### src/rtl/sweep_pkg.sv
// rtl/sweep_pkg.sv - shared types and widths for the max-voltage sweep sequencer
// Holds the FSM state encoding, the axis encoding and the data widths used by
// sweep_ctrl and its bench.
package sweep_pkg;

    localparam int ADC_W = 12;
    localparam int PW_W  = 32;

    typedef enum logic [3:0] {
        S_IDLE   = 4'd0,
        S_MOVE   = 4'd1,
        S_SETTLE = 4'd2,
        S_SAMPLE = 4'd3,
        S_DECIDE = 4'd4,
        S_STEP   = 4'd5,
        S_HOLD   = 4'd6,
        S_PARK   = 4'd7,
        S_DONE   = 4'd8
    } state_t;

    typedef enum logic {
        AXIS_H = 1'b0,
        AXIS_V = 1'b1
    } axis_t;

endpackage

### src/rtl/settle_timer.sv
// rtl/settle_timer.sv - servo settle down-counter
// Ports:
//   CLK, RST : clock, asynchronous active-high reset
//   load     : (re)start the count at CYCLES
//   done     : high during the last of the CYCLES counted cycles
module settle_timer #(
    parameter int unsigned CYCLES = 2000000
) (
    input  logic CLK,
    input  logic RST,
    input  logic load,
    output logic done
);

    localparam int CW = $clog2(CYCLES + 1);

    logic [CW-1:0] count;

    // Loaded on entry to SETTLE, so the first SETTLE cycle sees CYCLES and the
    // cycle seeing 1 is the last one.
    always_ff @(posedge CLK or posedge RST) begin
        if (RST) begin
            count <= '0;
        end else if (load) begin
            count <= CW'(CYCLES);
        end else if (count != '0) begin
            count <= count - CW'(1);
        end
    end

    assign done = (count == CW'(1));

endmodule

### src/rtl/sweep_ctrl.sv
// rtl/sweep_ctrl.sv - horizontal/vertical servo sweep sequencer for max-voltage search
// Ports:
//   CLK, RST            : clock, asynchronous active-high reset
//   start               : begin a sweep (sampled only in IDLE)
//   adc_valid, adc_data : ADC sample strobe and data
//   LV                  : stored max value from the max-value register
//   pulseWidth_max_H/V  : stored best pulse widths from the register
//   pulseWidth_H/V      : servo commands, also the register's capture inputs
//   GT, PV              : capture enable and pending value to the register
//   busy, done          : sweep in progress, end-of-sweep pulse
module sweep_ctrl
    import sweep_pkg::*;
#(
    parameter logic [PW_W-1:0] PW_MIN        = 32'd100000,
    parameter logic [PW_W-1:0] PW_MAX        = 32'd200000,
    parameter logic [PW_W-1:0] PW_STEP       = 32'd10000,
    parameter logic [PW_W-1:0] PW_PARK       = 32'd150000,
    parameter int unsigned     SETTLE_CYCLES = 2000000
) (
    input  logic              CLK,
    input  logic              RST,
    input  logic              start,
    input  logic              adc_valid,
    input  logic [ADC_W-1:0]  adc_data,
    input  logic [ADC_W-1:0]  LV,
    input  logic [PW_W-1:0]   pulseWidth_max_H,
    input  logic [PW_W-1:0]   pulseWidth_max_V,
    output logic [PW_W-1:0]   pulseWidth_H,
    output logic [PW_W-1:0]   pulseWidth_V,
    output logic              GT,
    output logic [ADC_W-1:0]  PV,
    output logic              busy,
    output logic              done
);

    state_t           state_q, state_d;
    axis_t            axis_q, axis_d;
    logic             first_q, first_d;
    logic [ADC_W-1:0] pv_q, pv_d;
    logic [PW_W-1:0]  pw_h_q, pw_h_d;
    logic [PW_W-1:0]  pw_v_q, pw_v_d;
    logic             timer_load;
    logic             timer_done;

    logic [PW_W-1:0]  pw_cur;
    logic [PW_W:0]    pw_next_wide;
    logic             step_over;

    settle_timer #(
        .CYCLES (SETTLE_CYCLES)
    ) u_settle_timer (
        .CLK  (CLK),
        .RST  (RST),
        .load (timer_load),
        .done (timer_done)
    );

    // One extra bit keeps pw + step from wrapping near the top of the range.
    assign pw_cur       = (axis_q == AXIS_H) ? pw_h_q : pw_v_q;
    assign pw_next_wide = {1'b0, pw_cur} + {1'b0, PW_STEP};
    assign step_over    = (pw_next_wide > {1'b0, PW_MAX});

    always_ff @(posedge CLK or posedge RST) begin
        if (RST) begin
            state_q <= S_IDLE;
            axis_q  <= AXIS_H;
            first_q <= 1'b0;
            pv_q    <= '0;
            pw_h_q  <= PW_PARK;
            pw_v_q  <= PW_PARK;
        end else begin
            state_q <= state_d;
            axis_q  <= axis_d;
            first_q <= first_d;
            pv_q    <= pv_d;
            pw_h_q  <= pw_h_d;
            pw_v_q  <= pw_v_d;
        end
    end

    always_comb begin
        state_d    = state_q;
        axis_d     = axis_q;
        first_d    = first_q;
        pv_d       = pv_q;
        pw_h_d     = pw_h_q;
        pw_v_d     = pw_v_q;
        timer_load = 1'b0;
        GT         = 1'b0;
        busy       = (state_q != S_IDLE);
        done       = 1'b0;

        case (state_q)
            S_IDLE: begin
                if (start) begin
                    axis_d     = AXIS_H;
                    pw_h_d     = PW_MIN;
                    first_d    = 1'b1;
                    timer_load = 1'b1;
                    state_d    = S_SETTLE;
                end
            end
            // Not entered by the sweep itself; behaves as a plain settle entry.
            S_MOVE: begin
                timer_load = 1'b1;
                state_d    = S_SETTLE;
            end
            S_SETTLE: begin
                if (timer_done) begin
                    state_d = S_SAMPLE;
                end
            end
            S_SAMPLE: begin
                if (adc_valid) begin
                    pv_d    = adc_data;
                    state_d = S_DECIDE;
                end
            end
            // Strict compare: a tie keeps the earlier point. The first point of
            // a sweep always captures, overriding whatever the register holds.
            S_DECIDE: begin
                GT      = first_q || (pv_q > LV);
                first_d = 1'b0;
                state_d = S_STEP;
            end
            S_STEP: begin
                if (step_over) begin
                    state_d = S_HOLD;
                end else begin
                    if (axis_q == AXIS_H) begin
                        pw_h_d = pw_next_wide[PW_W-1:0];
                    end else begin
                        pw_v_d = pw_next_wide[PW_W-1:0];
                    end
                    timer_load = 1'b1;
                    state_d    = S_SETTLE;
                end
            end
            // One cycle after the last GT so the register's best H is visible.
            // first stays clear: V points compete against the H maximum.
            S_HOLD: begin
                if (axis_q == AXIS_H) begin
                    pw_h_d     = pulseWidth_max_H;
                    axis_d     = AXIS_V;
                    pw_v_d     = PW_MIN;
                    timer_load = 1'b1;
                    state_d    = S_SETTLE;
                end else begin
                    state_d = S_PARK;
                end
            end
            S_PARK: begin
                pw_h_d  = pulseWidth_max_H;
                pw_v_d  = pulseWidth_max_V;
                state_d = S_DONE;
            end
            S_DONE: begin
                done    = 1'b1;
                state_d = S_IDLE;
            end
            default: begin
                state_d = S_IDLE;
            end
        endcase
    end

    assign pulseWidth_H = pw_h_q;
    assign pulseWidth_V = pw_v_q;
    assign PV           = pv_q;

endmodule

### config.mk
export PLATFORM = sky130hd
export DESIGN_NAME = sweep_ctrl
export DESIGN_NICKNAME = d
export VERILOG_FILES = /design/src/rtl/sweep_pkg.sv /design/src/rtl/settle_timer.sv /design/src/rtl/sweep_ctrl.sv
export SDC_FILE = /design/constraint.sdc
export NUM_CORES = 1
export LEC_CHECK = 0
export BUFFER_PORTS_ARGS = -buffer_cell sky130_fd_sc_hd__buf_2
export CAP_MARGIN = 25
export CORE_MARGIN = 2
export CORE_UTILIZATION = 54
export DETAILED_ROUTE_END_ITERATION = 7
export GPL_ROUTABILITY_DRIVEN = 0
export PLACE_DENSITY = 0.78
export SYNTH_ARGS = -nofsm -noshare
export SYNTH_HDL_FRONTEND = slang
export SYNTH_SLANG_ARGS = --single-unit
### constraint.sdc
create_clock -name CLK -period 5.5 [get_ports CLK]
set_input_delay 1.1 -clock CLK [delete_from_list [all_inputs] [get_ports CLK]]
set_output_delay 1.1 -clock CLK [all_outputs]
set_load 0.01 [all_outputs]
==> flow_metrics.env, run 1 <==
export IMPL_status="finished, final reports clean"
export IMPL_fin_cells=984
export IMPL_synth_top_family_by_area="simple AND/OR/NAND/NOR gates"
export IMPL_chipWidth_um=113.4
export IMPL_fin_crit_ns=4.420
export IMPL_grt_total_usage=0.2851
export IMPL_post_dp_hpwl_mm=13.36
export IMPL_synth_area_per_cell_sq_um=9.514
export IMPL_ios=171
export IMPL_layout_nets=944
export IMPL_dp_cells=968
export IMPL_cp_max_fo=26
export IMPL_cts_htree_levels=3
export IMPL_multiInputGateArea_sq_um=3578
export IMPL_synth_compound_area_frac=0.1832
export IMPL_fin_skew_ns=0.007249
export IMPL_grt_max_degree=60
export IMPL_rows=39
export IMPL_synthMuxAreaShare=0.1054
export IMPL_cp_arrival_ns=4.65
export IMPL_async_reset_ff_frac=1.000
export IMPL_yosysSeqAreaShare=0.4021
export IMPL_antenna_found_initial=0
export IMPL_syn_inst=679
export IMPL_synth_adder_area_share=0.03099
export IMPL_dr_first_iter_drc_count=444
export IMPL_layout_commonest_cell="buf_2"
export IMPL_worst_pin_slew_ns=0.9379
export IMPL_viasPerCell=6.162
export IMPL_hold_violations=0
export IMPL_wirelength_mm=18.27
export IMPL_post_route_util=0.6660
export IMPL_leakage_nw=3.478
export IMPL_core_sq_um=11560
export IMPL_finalMaxSlewViolations=0
export IMPL_r2r_start="axis_q"
export IMPL_synth_cell_types=72
export IMPL_cts_buffer_depth=2
export IMPL_end_kind="register"
export IMPL_total_power_mw=5.145
export IMPL_ys_warn_count=0
export IMPL_crit_required_ns=5.73
export IMPL_dr_pass1_iters=5
export IMPL_num_antenna_cells=0
export IMPL_start_util=0.5586
export IMPL_numCtsBuffers=9
export IMPL_r2r_slack_ns=1.08
export IMPL_floorplan_die_area_sq_um=12850
export IMPL_cts_setup_buffers=0
export IMPL_globalRouteOverflowTotal=0
export IMPL_die_height_um=113.4
export IMPL_first_global_vias=5856
export IMPL_period_share=0.8036
export IMPL_worstSetupPathType="register to register"
export IMPL_netlist_area_sq_um=6460
export IMPL_worst_setup_path_start_kind="register"
export IMPL_rsz0062_at_grt="false"
export IMPL_pwr_density_cell_nw_per_um2=667.9
export IMPL_worst_ir_drop_vdd_uv=351.0
export IMPL_crit_start="axis_q"
export IMPL_synth_edf_count=0
export IMPL_yosys_register_bits=103
export IMPL_finalSetupViolations=0
export IMPL_area_sequential_sq_um=2599
export IMPL_cts_hold_buf=0
export IMPL_max_slew_margin=0.3708
export IMPL_drv_cap=0
export IMPL_clk_latency_ns=0.35
export IMPL_cts_tree="built"
export IMPL_synthSimpleGateAreaFrac=0.1869
export IMPL_synth_xor_area_share=0.04745
export IMPL_cts_resized=0
export IMPL_setup_tns_ns=0
export IMPL_port_buffer_count=170
export IMPL_mostFrequentLayoutCells="buf_2 (170), dfrtp_1 (86), nand2_1 (78), nor2_1 (66), mux2_2 (32)"
export IMPL_grt_pass1_wl_mm=29.44
export IMPL_post_drt_wl_per_cell_um=18.57
export IMPL_num_vias=6063
export IMPL_area_growth_pct=19.23
export IMPL_clk_pin_slew_ns=0.07
export IMPL_root_buffer="clkbuf_16"
export IMPL_fmax_mhz=226.3
export IMPL_drc=0
export IMPL_hp_class="register to register"
export IMPL_synth_nets=787
export IMPL_ant_nets=0
export IMPL_drive_gt1_frac=0.3175
export IMPL_hp_start="pulseWidth_V[5]"
export IMPL_nFillCells=929
export IMPL_clock_sinks=103
export IMPL_synthFlopType="dfrtp_1"
## path summary, 6_finish.rpt
path                                     to  cells after the start
setup / recovery           pulseWidth_H[15]                     13
hold / removal              pulseWidth_V[5]                      2
setup reg to reg           pulseWidth_H[15]                     13
hold reg to reg             pulseWidth_V[5]                      2
max in group asynchronous   pulseWidth_H[1]                      3
min in group asynchronous   pulseWidth_V[1]                      2
## sequential cells by signal (all words and copies together) (netlist names)
| signal | flops |
|---|---|
| axis_q | 1 |
| state_q | 4 |
| PV | 12 |
| pulseWidth_H | 32 |
| u_settle_timer.count | 21 |
| pulseWidth_V | 32 |
| first_q | 1 |
## metal layers
layer	part of all wire	vias to the layer above	wire length [um]	track usage
li1	-	2803	-	-
met1	0.42	2889	7693	0.3942
met2	0.46	327	8474	0.4491
met3	0.086	44	1574	0.05154
met4	0.029	0	529	0.1122
met5	0	-	0	0
## critical path, cell delays in order, from the launching register on
cell	delay [ns]
dfrtp_2	0.75
mux2i_1	0.17
inv_1	0.14
ha_1	0.28
nand4_1	0.17
nand2_1	0.21
o211ai_2	0.16
nor4_1	0.40
xnor2_1	0.18
nor4_4	0.37
and4_1	0.36
a21o_1	0.41
buf_4	0.33
mux2_2	0.36
## logic make-up after synthesis
group	Yosys count
mux	62
buf+inv	62
simple gates	242
xor+xnor	35
compound gates	159
fa+ha+maj	16
flops	103
## cells in the mapped netlist, types with 4 or more instances
master / count / share of area
nand3b_1: 5 / 0.0058
xor2_1: 9 / 0.012
or3_1: 7 / 0.0068
a21o_1: 5 / 0.0058
dfrtp_1: 87 / 0.34
ha_1: 16 / 0.031
nor2b_1: 4 / 0.0039
mux2_2: 32 / 0.056
clkbuf_1: 19 / 0.011
nor2_1: 66 / 0.038
o22ai_1: 11 / 0.011
mux2_4: 4 / 0.0093
nor4_1: 11 / 0.011
a31o_2: 5 / 0.0068
a22oi_1: 20 / 0.023
a31oi_1: 6 / 0.0058
and2_1: 5 / 0.0048
nor3_1: 15 / 0.012
nand4_1: 12 / 0.012
a2bb2oi_1: 10 / 0.014
a22o_1: 22 / 0.030
inv_1: 26 / 0.015
buf_2: 7 / 0.0054
o41ai_1: 4 / 0.0054
a21oi_1: 24 / 0.019
nand3_1: 10 / 0.0077
dfstp_2: 16 / 0.065
nand2b_1: 9 / 0.0087
o211ai_1: 4 / 0.0046
nand2_1: 78 / 0.045
xnor2_1: 26 / 0.035
mux2i_1: 26 / 0.040
o21ai_0: 21 / 0.016
## area by class of cell
| type | count | area share |
|---|---|---|
| Clock buffer | 12 | 0.03200 |
| Clock inverter | 4 | 0.006985 |
| Inverter | 28 | 0.01397 |
| Multi-Input combinational cell | 514 | 0.4646 |
| Sequential cell | 103 | 0.3374 |
| Tap cell | 143 | 0.02323 |
| Timing Repair Buffer | 180 | 0.1218 |
## metrics by stage
stage,setup slack [ns],cell area (sq um),hold slack (ns)
after floorplan,1.136,6460,0.4633
after global placement,1.394,7402,0.4764
after detailed placement,1.151,7402,0.4854
after CTS,1.127,7702,0.4963
after global routing,0.7767,7702,0.5141
final,1.080,7702,0.4928
## report_power, final
| group | switching [mW] | internal [mW] |
|---|---|---|
| clock network | 0.295 | 0.368 |
| logic | 1.60 | 1.28 |
| registers | 0.461 | 1.14 |
Note: power is estimated with default switching activity, not from simulation.
==> inputs of run 2 (changes only) <==
CORE_UTILIZATION = 49   (was 54)
PLACE_DENSITY = 0.74   (was 0.78)
clock period = 3.59 ns   (was 5.5 ns; I/O delays follow)
==> run 2 against run 1 <==
Net effect: the flow now finishes with violations (negative setup slack); clock power increased by 52%; worst setup slack got worse by 1.1 ns; fmax increased by 21%; non-clock buffer count increased by 35; wire length increased by 4.2%; largest cell class unchanged.
==> flow_metrics.env, run 2 (same netlist as run 1, synthesis figures left out) <==
export IMPL_cts_tree="built"
export IMPL_drive_gt1_frac=0.3687
export IMPL_total_power_mw=8.481
export IMPL_post_dp_hpwl_mm=13.86
export IMPL_start_util=0.5078
export IMPL_post_drt_wl_per_cell_um=18.15
export IMPL_area_growth_pct=27.56
export IMPL_globalRouteOverflowTotal=0
export IMPL_fin_crit_ns=3.644
export IMPL_pwr_share_clk=0.119
export IMPL_ios=171
export IMPL_die_height_um=118.8
export IMPL_wirelength_mm=19.04
export IMPL_dr_pass1_iters=5
export IMPL_period_share=1.015
export IMPL_cp_arrival_ns=3.93
export IMPL_internal_power_mw=4.658
export IMPL_cp_cell_sequence="dlymetal6s2s_1 > nand4b_1 > a21oi_2 > or2_1 > xnor2_1 > or4_1 > a22oi_2 > nand3_4 > o41ai_4 > buf_4 > clkbuf_16 > mux2_4"
export IMPL_power_frac_seq=0.286
export IMPL_rsz0062_at_grt="true"
export IMPL_whs_ns=0.5002
export IMPL_clock_sinks=103
export IMPL_fmax_mhz=274.4
export IMPL_port_buffer_count=170
export IMPL_dp_slack_ns=0.02346
export IMPL_num_vias=6119
export IMPL_p_sw_mw=3.823
export IMPL_grt_max_degree=62
export IMPL_worst_pin_slew_ns=0.9373
export IMPL_dr_first_iter_drc_count=441
export IMPL_leakage_nw=3.740
export IMPL_drc=0
export IMPL_power_switching_share=0.4508
export IMPL_violations="negative setup slack"
export IMPL_layout_commonest_cell="buf_2"
export IMPL_combPwrFrac=0.594
export IMPL_root_buffer="clkbuf_16"
export IMPL_mostFrequentLayoutCells="buf_2 (170), dfrtp_1 (86), nand2_1 (77), nor2_1 (66), buf_4 (37)"
export IMPL_core_sq_um=12720
export IMPL_worst_setup_path_start_kind="register"
export IMPL_fin_skew_ns=0.007194
export IMPL_grt_total_usage=0.2652
export IMPL_cts_htree_levels=3
export IMPL_rows=41
export IMPL_layout_nets=979
export IMPL_drv_cap=0
export IMPL_first_global_vias=5831
export IMPL_cts_buffer_depth=2
export IMPL_numCtsBuffers=9
export IMPL_end_kind="register"
export IMPL_chipWidth_um=118.8
export IMPL_pwr_density_cell_nw_per_um2=1029
export IMPL_cp_max_fo=7
export IMPL_floorplan_die_area_sq_um=14120
export IMPL_max_slew_margin=0.3693
export IMPL_clk_latency_ns=0.36
export IMPL_viasPerCell=5.833
export IMPL_ant_nets=0
export IMPL_worstSetupPathType="register to register"
export IMPL_hold_violations=0
export IMPL_crit_required_ns=3.88
export IMPL_hp_class="input pin to async pin"
export IMPL_status="finished with violations"
export IMPL_finalSetupViolations=6
export IMPL_grt_pass1_wl_mm=29.95
export IMPL_crit_slowest_cell="dfrtp_2"
export IMPL_antenna_found_initial=1
export IMPL_cp_slowest_stage_delay_ns=0.47
export IMPL_finalMaxSlewViolations=0
export IMPL_setup_ws_ns=-0.05405
export IMPL_worst_ir_drop_vdd_uv=427.7
export IMPL_clk_pin_slew_ns=0.07
[run 2: layout make-up]
cell class	count	area (sq um)
Clock inverter	7	72.57
Antenna cell	1	2.502
Sequential cell	103	2599
Multi-Input combinational cell	514	3745
Inverter	28	107.6
Fill cell	1108	4482
Tap cell	172	215.2
Timing Repair Buffer	215	1274
Clock buffer	9	225.2
[run 2: routing by layer]
layer  vias up  wire [um]  global-route usage
met1      2922       8246              0.3675
li1       2863          -                   -
met5         -          0                   0
met3        37       1560             0.04981
met2       297       8663              0.4113
met4         0        568              0.1049
[run 2: critical path, delay by kind of cell, from the launching register on]
kind,cells,cell delay (ns)
AOI/OAI and AO/OA,3,1.00
xor gates and xnor gates,1,0.10
buffers and inverters,3,0.60
DFF,1,0.47
muxes,1,0.30
and+or+nand+nor,4,1.10
[run 2: power by group through the flow]
stage / registers (mW) / clock network (mW) / logic, mW
4_1_cts: 2.40 / 1.01 / 4.74
6_report: 2.43 / 1.01 / 5.04
3_5_place_dp: 2.42 / 0 / 4.68
2_1_floorplan: 2.39 / 0 / 3.15
3_3_place_gp: 2.39 / 0 / 4.56
5_1_grt: 2.51 / 1.07 / 5.48
[run 2: final timing paths]
check | to | start | cells past startpoint | slack (ns)
setup / recovery | pulseWidth_V[4] | axis_q | 12 | -0.05
hold / removal | pulseWidth_V[1] | RST | 2 | 0.50
setup reg to reg | pulseWidth_V[4] | axis_q | 12 | -0.05
hold reg to reg | pulseWidth_V[5] | pulseWidth_V[5] | 2 | 0.50
max in group asynchronous | pulseWidth_H[11] | RST | 3 | 2.33
min in group CLK | pulseWidth_V[5] | pulseWidth_V[5] | 2 | 0.50
[run 2: what timing repair did]
action | in CTS | in global routing
setup endpoints to repair | 1 | 56
gates cloned | 0 | 1
hold buffers | 0 | 0
setup buffers | 5 | 7
pin swaps | 0 | 8
gates resized for setup | 0 | 24
[run 2: through the flow]
| stage | util | setup TNS [ns] | std cells | cell area (sq um) |
|---|---|---|---|---|
| finish | 0.6477 | -0.2658 | 1049 | 8240 |
| global placement | 0.6046 | 0 | 1019 | 7692 |
| detailed placement | 0.6046 | 0 | 1019 | 7692 |
| floorplan | - | -8.217 | 679 | 6564 |
| CTS | 0.6310 | 0 | 1040 | 8028 |
| global route | 0.6475 | -4.001 | 1048 | 8238 |
